===== src/rtl/fazyrv_rf_seq_if.sv =====
// Control bundle between the core control FSM and the register-file sequencer.
// master: core side (issues start/addresses, observes pass progress).
// slave : sequencer side (consumes the request, drives shift/write selects).
//   start_i, rs1_i, rs2_i, rd_i, we_i   pass request
//   busy_o, last_o, done_o, cnt_o        pass progress
//   shft_o, wsel_o                       per-register shift / write-select
//   rs1_sel_o, rs2_sel_o, rs*_zero_o     latched read-mux controls
interface fazyrv_rf_seq_if #(
    parameter int unsigned CHUNKSIZE = 2,
    parameter int unsigned RFREGS    = 32
);
    localparam int unsigned AW     = $clog2(RFREGS);
    localparam int unsigned NCHUNK = 32 / CHUNKSIZE;
    localparam int unsigned CW     = (NCHUNK > 1) ? $clog2(NCHUNK) : 1;

    logic              start_i;
    logic [AW-1:0]     rs1_i;
    logic [AW-1:0]     rs2_i;
    logic [AW-1:0]     rd_i;
    logic              we_i;

    logic              busy_o;
    logic              last_o;
    logic              done_o;
    logic [CW-1:0]     cnt_o;
    logic [RFREGS-1:0] shft_o;
    logic [RFREGS-1:0] wsel_o;
    logic [AW-1:0]     rs1_sel_o;
    logic [AW-1:0]     rs2_sel_o;
    logic              rs1_zero_o;
    logic              rs2_zero_o;

    modport master (
        output start_i, rs1_i, rs2_i, rd_i, we_i,
        input  busy_o, last_o, done_o, cnt_o, shft_o, wsel_o,
               rs1_sel_o, rs2_sel_o, rs1_zero_o, rs2_zero_o
    );

    modport slave (
        input  start_i, rs1_i, rs2_i, rd_i, we_i,
        output busy_o, last_o, done_o, cnt_o, shft_o, wsel_o,
               rs1_sel_o, rs2_sel_o, rs1_zero_o, rs2_zero_o
    );
endinterface


===== src/rtl/fazyrv_rf_seq.sv =====
// Register-file pass sequencer: on start it latches rs1/rs2/rd and drives the
// per-register shift enables for 32/CHUNKSIZE cycles so the shift-register bank
// rotates one chunk per cycle (reads recirculate, rd takes write data).
// Ports:
//   clk_i  clock, rising edge
//   rst_i  synchronous active-high reset
//   rf     fazyrv_rf_seq_if.slave (request in, pass controls out)
// Every output is a flop; nothing on rf.*_i reaches an output combinationally.
module fazyrv_rf_seq #(
    parameter int unsigned CHUNKSIZE = 2,
    parameter int unsigned RFREGS    = 32
) (
    input  logic            clk_i,
    input  logic            rst_i,
    fazyrv_rf_seq_if.slave  rf
);
    localparam int unsigned AW     = $clog2(RFREGS);
    localparam int unsigned NCHUNK = 32 / CHUNKSIZE;
    localparam int unsigned CW     = (NCHUNK > 1) ? $clog2(NCHUNK) : 1;
    localparam logic [CW-1:0] CNT_LAST = CW'(NCHUNK - 1);

    typedef enum logic {
        IDLE = 1'b0,
        RUN  = 1'b1
    } state_e;

    state_e            state_q, state_d;
    logic [CW-1:0]     cnt_q, cnt_d;
    logic              last_q, last_d;
    logic              done_q, done_d;
    logic [RFREGS-1:0] shft_q, shft_d;
    logic [RFREGS-1:0] wsel_q, wsel_d;
    logic [AW-1:0]     rs1_q, rs1_d;
    logic [AW-1:0]     rs2_q, rs2_d;
    logic              rs1z_q, rs1z_d;
    logic              rs2z_q, rs2z_d;

    function automatic logic [RFREGS-1:0] onehot(input logic [AW-1:0] a);
        return RFREGS'(1) << a;
    endfunction

    // State and latched pass controls
    always_ff @(posedge clk_i) begin
        if (rst_i) begin
            state_q <= IDLE;
            cnt_q   <= '0;
            last_q  <= 1'b0;
            done_q  <= 1'b0;
            shft_q  <= '0;
            wsel_q  <= '0;
            rs1_q   <= '0;
            rs2_q   <= '0;
            rs1z_q  <= 1'b0;
            rs2z_q  <= 1'b0;
        end else begin
            state_q <= state_d;
            cnt_q   <= cnt_d;
            last_q  <= last_d;
            done_q  <= done_d;
            shft_q  <= shft_d;
            wsel_q  <= wsel_d;
            rs1_q   <= rs1_d;
            rs2_q   <= rs2_d;
            rs1z_q  <= rs1z_d;
            rs2z_q  <= rs2z_d;
        end
    end

    // Next state; shift/write selects are fixed for a whole pass, so they are
    // computed once at start and held until the final chunk.
    always_comb begin
        state_d = state_q;
        cnt_d   = cnt_q;
        last_d  = 1'b0;
        done_d  = 1'b0;
        shft_d  = shft_q;
        wsel_d  = wsel_q;
        rs1_d   = rs1_q;
        rs2_d   = rs2_q;
        rs1z_d  = rs1z_q;
        rs2z_d  = rs2z_q;

        case (state_q)
            IDLE: begin
                shft_d = '0;
                wsel_d = '0;
                if (rf.start_i) begin
                    state_d = RUN;
                    cnt_d   = '0;
                    last_d  = (CNT_LAST == '0);
                    rs1_d   = rf.rs1_i;
                    rs2_d   = rf.rs2_i;
                    rs1z_d  = (rf.rs1_i == '0);
                    rs2z_d  = (rf.rs2_i == '0);
                    // OR of one-hots: aliased registers shift once; x0 never shifts
                    shft_d  = (onehot(rf.rs1_i) | onehot(rf.rs2_i) |
                               (rf.we_i ? onehot(rf.rd_i) : '0)) & ~RFREGS'(1);
                    wsel_d  = (rf.we_i && (rf.rd_i != '0)) ? onehot(rf.rd_i) : '0;
                end
            end
            RUN: begin
                if (last_q) begin
                    state_d = IDLE;
                    cnt_d   = '0;
                    done_d  = 1'b1;
                    shft_d  = '0;
                    wsel_d  = '0;
                end else begin
                    cnt_d   = cnt_q + CW'(1);
                    last_d  = ((cnt_q + CW'(1)) == CNT_LAST);
                end
            end
            default: begin
                state_d = IDLE;
            end
        endcase
    end

    assign rf.busy_o     = (state_q == RUN);
    assign rf.last_o     = last_q;
    assign rf.done_o     = done_q;
    assign rf.cnt_o      = cnt_q;
    assign rf.shft_o     = shft_q;
    assign rf.wsel_o     = wsel_q;
    assign rf.rs1_sel_o  = rs1_q;
    assign rf.rs2_sel_o  = rs2_q;
    assign rf.rs1_zero_o = rs1z_q;
    assign rf.rs2_zero_o = rs2z_q;
endmodule


===== src/flat_wrapper.sv =====
// flat-port wrapper written by rule: the top's interface ports become plain ports
module fazyrv_rf_seq_flat 
#(
    parameter int unsigned CHUNKSIZE = 2,
    parameter int unsigned RFREGS    = 32
)
  (clk_i, rst_i, rf_start_i, rf_rs1_i, rf_rs2_i, rf_rd_i, rf_we_i, rf_busy_o, rf_last_o, rf_done_o, rf_cnt_o, rf_shft_o, rf_wsel_o, rf_rs1_sel_o, rf_rs2_sel_o, rf_rs1_zero_o, rf_rs2_zero_o);
  fazyrv_rf_seq_if #(.CHUNKSIZE(CHUNKSIZE), .RFREGS(RFREGS)) rf_i ();
  input  logic clk_i;
  input  logic rst_i;
  input wire logic [$bits(rf_i.start_i)-1:0] rf_start_i;
  input wire logic [$bits(rf_i.rs1_i)-1:0] rf_rs1_i;
  input wire logic [$bits(rf_i.rs2_i)-1:0] rf_rs2_i;
  input wire logic [$bits(rf_i.rd_i)-1:0] rf_rd_i;
  input wire logic [$bits(rf_i.we_i)-1:0] rf_we_i;
  output wire logic [$bits(rf_i.busy_o)-1:0] rf_busy_o;
  output wire logic [$bits(rf_i.last_o)-1:0] rf_last_o;
  output wire logic [$bits(rf_i.done_o)-1:0] rf_done_o;
  output wire logic [$bits(rf_i.cnt_o)-1:0] rf_cnt_o;
  output wire logic [$bits(rf_i.shft_o)-1:0] rf_shft_o;
  output wire logic [$bits(rf_i.wsel_o)-1:0] rf_wsel_o;
  output wire logic [$bits(rf_i.rs1_sel_o)-1:0] rf_rs1_sel_o;
  output wire logic [$bits(rf_i.rs2_sel_o)-1:0] rf_rs2_sel_o;
  output wire logic [$bits(rf_i.rs1_zero_o)-1:0] rf_rs1_zero_o;
  output wire logic [$bits(rf_i.rs2_zero_o)-1:0] rf_rs2_zero_o;
  assign rf_i.start_i = rf_start_i;
  assign rf_i.rs1_i = rf_rs1_i;
  assign rf_i.rs2_i = rf_rs2_i;
  assign rf_i.rd_i = rf_rd_i;
  assign rf_i.we_i = rf_we_i;
  assign rf_busy_o = rf_i.busy_o;
  assign rf_last_o = rf_i.last_o;
  assign rf_done_o = rf_i.done_o;
  assign rf_cnt_o = rf_i.cnt_o;
  assign rf_shft_o = rf_i.shft_o;
  assign rf_wsel_o = rf_i.wsel_o;
  assign rf_rs1_sel_o = rf_i.rs1_sel_o;
  assign rf_rs2_sel_o = rf_i.rs2_sel_o;
  assign rf_rs1_zero_o = rf_i.rs1_zero_o;
  assign rf_rs2_zero_o = rf_i.rs2_zero_o;
  fazyrv_rf_seq #(.CHUNKSIZE(CHUNKSIZE), .RFREGS(RFREGS)) u_core (.clk_i(clk_i), .rst_i(rst_i), .rf(rf_i));
endmodule

===== config.mk =====
export PLATFORM = sky130hd
export DESIGN_NAME = fazyrv_rf_seq_flat
export DESIGN_NICKNAME = d
export VERILOG_FILES = /design/src/rtl/fazyrv_rf_seq_if.sv /design/src/rtl/fazyrv_rf_seq.sv /design/src/flat_wrapper.sv
export SDC_FILE = /design/constraint.sdc
export NUM_CORES = 1
export LEC_CHECK = 0
export ABC_AREA = 1
export CAP_MARGIN = 30
export CORE_MARGIN = 10
export CORE_UTILIZATION = 48
export CTS_CLUSTER_DIAMETER = 120
export DETAILED_ROUTE_END_ITERATION = 10
export PLACE_DENSITY = 0.8
export SLEW_MARGIN = 10
export SYNTH_ARGS = -nofsm -noshare
export SYNTH_HDL_FRONTEND = slang
export SYNTH_SLANG_ARGS = --single-unit

===== constraint.sdc =====
create_clock -name clk_i -period 1.35 [get_ports clk_i]
set_clock_uncertainty 0.1 [all_clocks]
set_input_delay 0.2025 -clock clk_i [delete_from_list [all_inputs] [get_ports clk_i]]
set_output_delay 0.2025 -clock clk_i [all_outputs]
set_load 0.01 [all_outputs]

# Yosys cells after proc, flatten, opt, wreduce, memory -nomap -nowiden
# Index checks and enable logic that the tools add are counted.
[op_classes]
reduce_logical = 6
mux = 16
div_mod_pow = 0
n_mul = 0
magnitude_cmp = 0
n_eq_ne = 3
n_addsub = 1
shift = 3
bitwise = 3
[ops]
columns = ["op", "count"]
rows = [
  ["32-bit 2-to-1 mux", 5],
  ["32-bit case mux with 2 select lines", 2],
  ["1-bit by 5-bit left shift with 32-bit output (first input constant)", 3],
  ["32-bit bitwise OR", 2],
  ["5-bit zero test", 2],
  ["4-bit 2-to-1 mux", 2],
  ["4-bit case mux with 2 select lines", 1],
  ["5-bit nonzero test", 1],
  ["4-bit by 1-bit adder with 4-bit output (second input constant)", 1],
  ["4-bit == test (second input constant)", 1],
  ["1-bit 2-to-1 mux", 4],
  ["2-bit inequality test (second input constant)", 2],
  ["1-bit case mux with 2 select lines", 2],
  ["2-bit AND reduction", 1],
  ["2-bit OR reduction", 1],
  ["1-bit logical AND", 1],
  ["1-bit NOT", 1],
]
[totals]
reg_bits = 83
ramBits = 0
out_inout_bits = 83
romBits = 0
memories = 0
input_bits = 19
latch_bits = 0

# Depth between registers and ports, before layout
# Gate-level depths: netlist (run 1).
[depth]
word_depth = 5
ltp_mapped = 9
depth_no_buf = 9

# Worst setup path before layout (run 1)
# No wires, ideal clock.
[synth_timing]
path_type = "register to register"
start = "register u_core.state_q, in the netlist u_core.rf.busy_o"
end = "register u_core.shft_q[29], in the netlist u_core.rf.shft_o[29]"
setup_ns = 0.128
required_ns = 1.122
stages_incl_launch_ff = 8
arrival_time_ns = 1.117
path_slack_ns = 0.006
path_buffers = 0
synth_period_minus_slack_ns = 1.344
path_cell_list = "dfxtp_1 > inv_2 > nand2_4 > inv_4 > nand2_1 > nor2_1 > nor3_1 > nor2_1"
[synth_between]
elab_chain_len = 2
elab_cells_between_ends = 3
cone_classes = "1 x eq/ne; 1 x mux; 1 x bitwise"
[synth_lines]
columns = ["element", "line", "rtl"]
rows = [
  ["from (decl)", "fazyrv_rf_seq.sv:27", "state_e state_q, state_d;"],
  ["from (signal assigned)", "fazyrv_rf_seq.sv:56", "state_q <= state_d;"],
  ["1-bit NOT", "fazyrv_rf_seq.sv:83", "case (state_q)"],
  ["32-bit case mux with 2 select lines", "fazyrv_rf_seq.sv:83", ""],
  ["to (signal assigned)", "fazyrv_rf_seq.sv:60", "shft_q <= shft_d;"],
  ["to (decl)", "fazyrv_rf_seq.sv:31", "logic [RFREGS-1:0] shft_q, shft_d;"],
]
# Parallel ways exist; a longest one is shown, timed or not.
# A chain may end at the register's enable or synchronous reset.

# Worst setup path in the final report (run 1)
[layout_timing]
start = "register u_core.state_q, in the netlist u_core.rf.busy_o"
end = "register u_core.shft_q[11], in the netlist u_core.rf.shft_o[11]"
# Same word-level chain as after synthesis.

==> results.yml, run 1 <==
clock_tree:
  cts_tree: "done"
  cts_hold_buf: 0
  htreeDepth: 3
  insertion_delay_ps: 350
  cts_made_buffers: 9
  cts-root-buf: "clkbuf_8"
  clk_path_buf_depth: 2
  path_clk_slew_ps: 90
  clock-sinks: 82
sta:
  setup_tns_ps: -750
  fin_crit_ps: 1450
  clock.fmax_mhz: 691
  setup_ws_ps: -97.3
  timing.final.crit_share: 1.07
  setup_viol: 25
  hold_violations: 0
  worst_hold_slack_ps: 207
  rsz0062_at_grt: "true"
  maxSlewViolCount: 0
place:
  gp_congestion: 0.960
  dp_cells: 801
  placed_cell_area_um2: 5420
  place.port_buffers: 100
  hpwlAfterDp_mm: 10.8
status:
  status: "finished, violations left"
  violations: "negative setup slack"
final_layout:
  multiInputGateArea_um2: 1980
  ff_latch_area_um2: 1650
  drive_gt1_frac: 0.241
  fillerInstances: 597
  finalNonFillerCells: 829
  finalInstanceArea_um2: 5810
  antenna_cells: 0
  finalNetCount: 743
  area_growth_pct: 54.9
critical_path:
  end_kind: "flip-flop"
  cp_max_fo: 5
  start_kind: "flip-flop"
  worst-setup-path-type: "reg -> reg"
  crit_required_ps: 1490
  arrival_ps: 1590
floorplanning:
  rows: 32
  die-width_um: 108
  die_h_um: 108
  core_region_area_um2: 7650
  die-area_um2: 11700
  ios: 102
  start_util: 0.490
global_routing:
  grt_overflow: 0
  grt_first_pass_wirelength_mm: 22.1
  antenna_found_initial: 0
  grt_use_total: 0.236
  grt_max_degree: 50
  grt_pass1_vias: 4316
yosys:
  synth_top_cell_by_area: "dfxtp_1"
  ys_ff_latch: 82
  ys_seq_area_frac: 0.438
  syn_area_per_cell_um2: 6.95
  synthArstFlopShare: 0
  syn_inst: 539
  synth_cell_types: 33
  synth_ff_type: "dfxtp_1"
  synth_area_um2: 3750
  synth-edff-count: 0
  synth_top_cells_by_area: "dfxtp_1 44%, nand2_1 12%, a21oi_1 9.5%"
  synth_top_area_share: 0.438
  synth-warning-count: 0
  syn_nets: 560
route:
  first_iter_violations: 387
  drt-total-wl_mm: 15.2
  wire_per_inst_um: 18.4
  dr.pass1.iters: 5
  final_antenna_net_count: 0
  viasPerCell: 5.57
  num_vias: 4616
  drcViolationCount: 0
pwr:
  p_per_area_nw_per_um2: 882
  leakage_nw: 2.71
  irDropWorstVdd_mv: 0.562
worst_hold_path:
  hold_class: "in -> reg"
flow_run:
  drv_cap: 0
[layout by cell type, fill, tap and decap left out, types with 4 or more instances in the layout]
master	count
clkdlybuf4s50_1	8
a21oi_1	67
dfxtp_1	77
dfxtp_2	5
nand2_1	115
dlygate4sd2_1	82
o21ai_0	15
nand3_1	37
a21boi_0	4
nor2_2	18
inv_1	22
clkinvlp_4	4
a31oi_1	5
nor2_4	5
o21ai_1	5
inv_2	4
nor2_1	72
nand4_1	19
clkbuf_8	10
buf_6	8
buf_4	89
clkdlybuf4s15_1	4
a21oi_2	4
[layout make-up]
cell class	instances	share of cell area
timing repair buffer	201	0.298
sequential	82	0.284
clock buffer	11	0.0244
multi-input combinational	395	0.341
tap	102	0.0220
clock inverter	5	0.00668
inverter	33	0.0248
[what timing repair did]
item,CTS,global route
cloned,0,1
buffers inserted,3,8
endpoints found under the setup margin,138,64
resized for setup,127,41
pin swaps,7,12
[critical path, cell delays in order, from the launching register on]
cell      delay (ps)
dfxtp_2          350
clkinv_4          90
nor2_4            60
buf_4            140
buf_4            120
buf_4            130
nand2_1           50
a21boi_0         200
a31oi_1          100
[per-stage QoR]
step	setup WS (ps)	power, mW	utilization
2_1_floorplan	5.81	2.91	-
3_3_place_gp	-679	3.36	0.709
3_5_place_dp	-683	3.37	0.709
4_1_cts	-85.7	5.04	0.735
5_1_grt	-151	5.29	0.759
6_report	-97.3	5.12	0.759
[final timing paths]
path	start	end	slack [ps]	cells past startpoint
min reg2reg	u_core.rf.wsel_o[0]	u_core.rf.wsel_o[0]	350	2
max reg2reg	u_core.rf.busy_o	u_core.rf.shft_o[11]	-100	8
max	u_core.rf.busy_o	u_core.rf.shft_o[11]	-100	8
min	rst_i	u_core.rf.shft_o[15]	210	3
[synth_stat cells, drive strengths merged, types with 2 or more instances]
| cell type | n |
|---|---|
| a21boi | 4 |
| a21oi | 71 |
| a22oi | 5 |
| a31oi | 5 |
| and2 | 2 |
| buf | 17 |
| clkbuf | 12 |
| clkinv | 3 |
| dfxtp | 82 |
| ha | 2 |
| inv | 30 |
| nand2 | 121 |
| nand3 | 38 |
| nand4 | 20 |
| nor2 | 95 |
| nor3 | 3 |
| o21ai | 23 |
[report_power, final]
part,total [mW],switching (mW),internal (mW)
registers,2.49,0.0285,2.47
clock network,1.71,0.980,0.727
logic,0.920,0.530,0.390
total,5.12,1.54,3.58
[flip-flops by register name, summed over array words and instances, names as in the netlist, 4 cells and up]
register,count
u_core.rf.wsel_o,32
u_core.rf.shft_o,31
u_core.rf.rs1_sel_o,5
u_core.rf.rs2_sel_o,5
u_core.rf.cnt_o,4
[metal layers]
metal  vias to the layer above  share of wire  GRT usage
li1                       2155              -          -
met1                      2148           0.39      0.276
met2                       266           0.50      0.420
met3                        47          0.088     0.0595
met4                         0          0.025     0.0612
met5                         -              0          0
[logic make-up after synthesis]
logic type,share of synthesized area
AND/OR/NAND/NOR,0.325
flip-flops,0.438
buffers and inverters,0.0714
AO/OA/AOI/OAI,0.156
adder cells (fa/ha/maj),0.00667
other,0.00100
XOR/XNOR,0.00234
No activity file was read; power rests on OpenSTA's default activity.
==> run 2, diff against run 1 <==
--- a/config.mk
+++ b/config.mk
@@ -7,11 +7,12 @@
 export LEC_CHECK = 0
 export ABC_AREA = 1
 export CAP_MARGIN = 30
+export CORE_ASPECT_RATIO = 0.9
 export CORE_MARGIN = 10
-export CORE_UTILIZATION = 48
+export CORE_UTILIZATION = 52
 export CTS_CLUSTER_DIAMETER = 120
 export DETAILED_ROUTE_END_ITERATION = 10
-export PLACE_DENSITY = 0.8
+export PLACE_DENSITY = 0.85
 export SLEW_MARGIN = 10
 export SYNTH_ARGS = -nofsm -noshare
 export SYNTH_HDL_FRONTEND = slang
==> constraint.sdc (replaced) <==
create_clock -name clk_i -period 1.9 [get_ports clk_i]
set_clock_uncertainty 0.1 [all_clocks]
set_input_delay 0.285 -clock clk_i [delete_from_list [all_inputs] [get_ports clk_i]]
set_output_delay 0.285 -clock clk_i [all_outputs]
set_load 0.01 [all_outputs]
==> run 2 against run 1 <==
Register-to-register slack improved by 310 ps. Routed wire length is 8.6% lower. Global-route usage up 0.99 points. Worst hold slack improved by 67 ps. Critical path depth decreased by 7. Count of clock-buffer cells in the layout is the same. The flow now finishes without violations. Die area down 6.3%. Sequential power fell by 29%. Utilization is 1.7 points lower. Non-clock buffer count down 61.
==> results.yml, run 2 (synthesis gave the netlist of run 1 again) <==
clock_tree:
  cts_tree: "done"
  cts-resized-gates: 0
  htreeDepth: 3
  insertion_delay_ps: 360
  cts_hold_buf: 0
  cts_setup_buffers: 0
  cts_made_buffers: 9
  path_clk_slew_ps: 80
  cts-root-buf: "clkbuf_8"
  clock-sinks: 82
  clk_path_buf_depth: 2
route:
  num_vias: 4282
  viasPerCell: 5.65
  drcViolationCount: 0
  wire_per_inst_um: 18.4
  dr.pass1.iters: 8
  drt-total-wl_mm: 13.9
  final_antenna_net_count: 0
  first_iter_violations: 283
floorplanning:
  die_h_um: 101
  start_util: 0.533
  die-area_um2: 11000
  ios: 102
  die-width_um: 109
  core_region_area_um2: 7040
  rows: 29
critical_path:
  end_kind: "output port"
  reg2reg_to: "u_core.rf.shft_o[16]"
  cp_slowest_stage_delay_ps: 580
  cp_max_fo: 6
  start_kind: "flip-flop"
  crit_required_ps: 1510
  arrival_ps: 1380
  worst-setup-path-type: "reg -> out"
  slowest_stage: "clkdlybuf4s50_1"
  crit_chain: "clkdlybuf4s50_1"
  regToRegStartpoint: "u_core.rf.busy_o"
  crit_family: "buffers and inverters"
  rrSetupSlack_ps: 210
  path_buf_inv: 1
  worstRegToRegCells: 7
flow_run:
  drv_cap: 0
sta:
  maxSlewViolCount: 0
  timing.final.crit_share: 0.928
  hold_violations: 0
  setup_viol: 0
  clock.fmax_mhz: 567
  fin_crit_ps: 1760
  rsz0062_at_grt: "false"
  setup_tns_ps: 0
  worst_hold_slack_ps: 274
global_routing:
  grt_max_degree: 41
  antenna_found_initial: 0
  grt_first_pass_wirelength_mm: 21.5
  grt_overflow: 0
  grt_pass1_vias: 4140
  grt_use_total: 0.246
worst_hold_path:
  hold_end: "u_core.rf.wsel_o[0]"
  holdPathStages: 4
  hp-start: "rst_i"
  hold_class: "in -> reg"
final_layout:
  area_growth_pct: 39.4
  drive_gt1_frac: 0.111
  final_common_cell: "nand2_1"
  finalNetCount: 682
  largest_register_ffs: 32
  mostFrequentLayoutCells: "117 x nand2_1, 99 x clkdlybuf4s50_1, 87 x nor2_1"
  antenna_cells: 0
place:
  hpwlAfterDp_mm: 10.7
  place.port_buffers: 100
  gp_congestion: 0.906
pwr:
  irDropWorstVdd_mv: 0.582
  p_per_area_nw_per_um2: 685
  leakage_nw: 1.99
status:
  status: "complete, no violations"
## run 2: changes by cell type in the layout (fill, tap and decap cells not counted), moves of 4 or more
cell,change
a21oi_1,+4
a21oi_2,-4
buf_4,-50
buf_6,-8
clkdlybuf4s15_1,-4
clkdlybuf4s50_1,+91
dfxtp_1,+5
dfxtp_2,-5
dlygate4sd2_1,-82
nor2_1,+15
nor2_2,-12
o21ai_0,+5
## run 2: report_power, final
group          internal, mW  switching, mW
Sequential             1.75         0.0223
Clock                 0.639          0.639
Combinational         0.203          0.322
Total                  2.59          0.983
## run 2: metrics by stage
stage / utilization / area [um^2] / power [mW] / std cells / setup slack, ps
6_report: 0.742 / 5230 / 3.58 / 758 / 137
5_1_grt: 0.742 / 5230 / 3.69 / 758 / 67.7
4_1_cts: 0.742 / 5230 / 3.57 / 758 / 139
3_5_place_dp: 0.715 / 5030 / 2.33 / 743 / -102
3_3_place_gp: 0.715 / 5030 / 2.32 / 743 / -85.5
2_1_floorplan: - / 3750 / 2.07 / 539 / 556
## run 2: layout make-up
cell class	instances	area, um^2
Inverter	33	126
Sequential cell	82	1640
Multi-Input combinational cell	395	1840
Clock buffer	11	141
Fill cell	561	1810
Clock inverter	4	51.3
Tap cell	93	116
Timing Repair Buffer	140	1310
## run 2: worst max-delay path by stage
stage / start / end / slack, ps / depth (start not counted)
after floorplan: u_core.rf.busy_o / u_core.rf.shft_o[29] / 560 / 7
after detailed placement: rf_start_i / u_core.rf.shft_o[16] / -100 / 7
after global routing: u_core.rf.busy_o / u_core.rf.last_o / 70 / 7
after global placement: rf_start_i / u_core.rf.shft_o[16] / -90 / 7
after CTS: u_core.rf.cnt_o[0] / rf_cnt_o[0] / 140 / 1
final: u_core.rf.cnt_o[0] / rf_cnt_o[0] / 140 / 1
## run 2: layer usage
| layer | part of all wire | global-route usage |
|---|---|---|
| met4 | 0.028 | 0.0900 |
| met3 | 0.099 | 0.0703 |
| met5 | 0 | 0 |
| met2 | 0.46 | 0.386 |
| met1 | 0.41 | 0.313 |
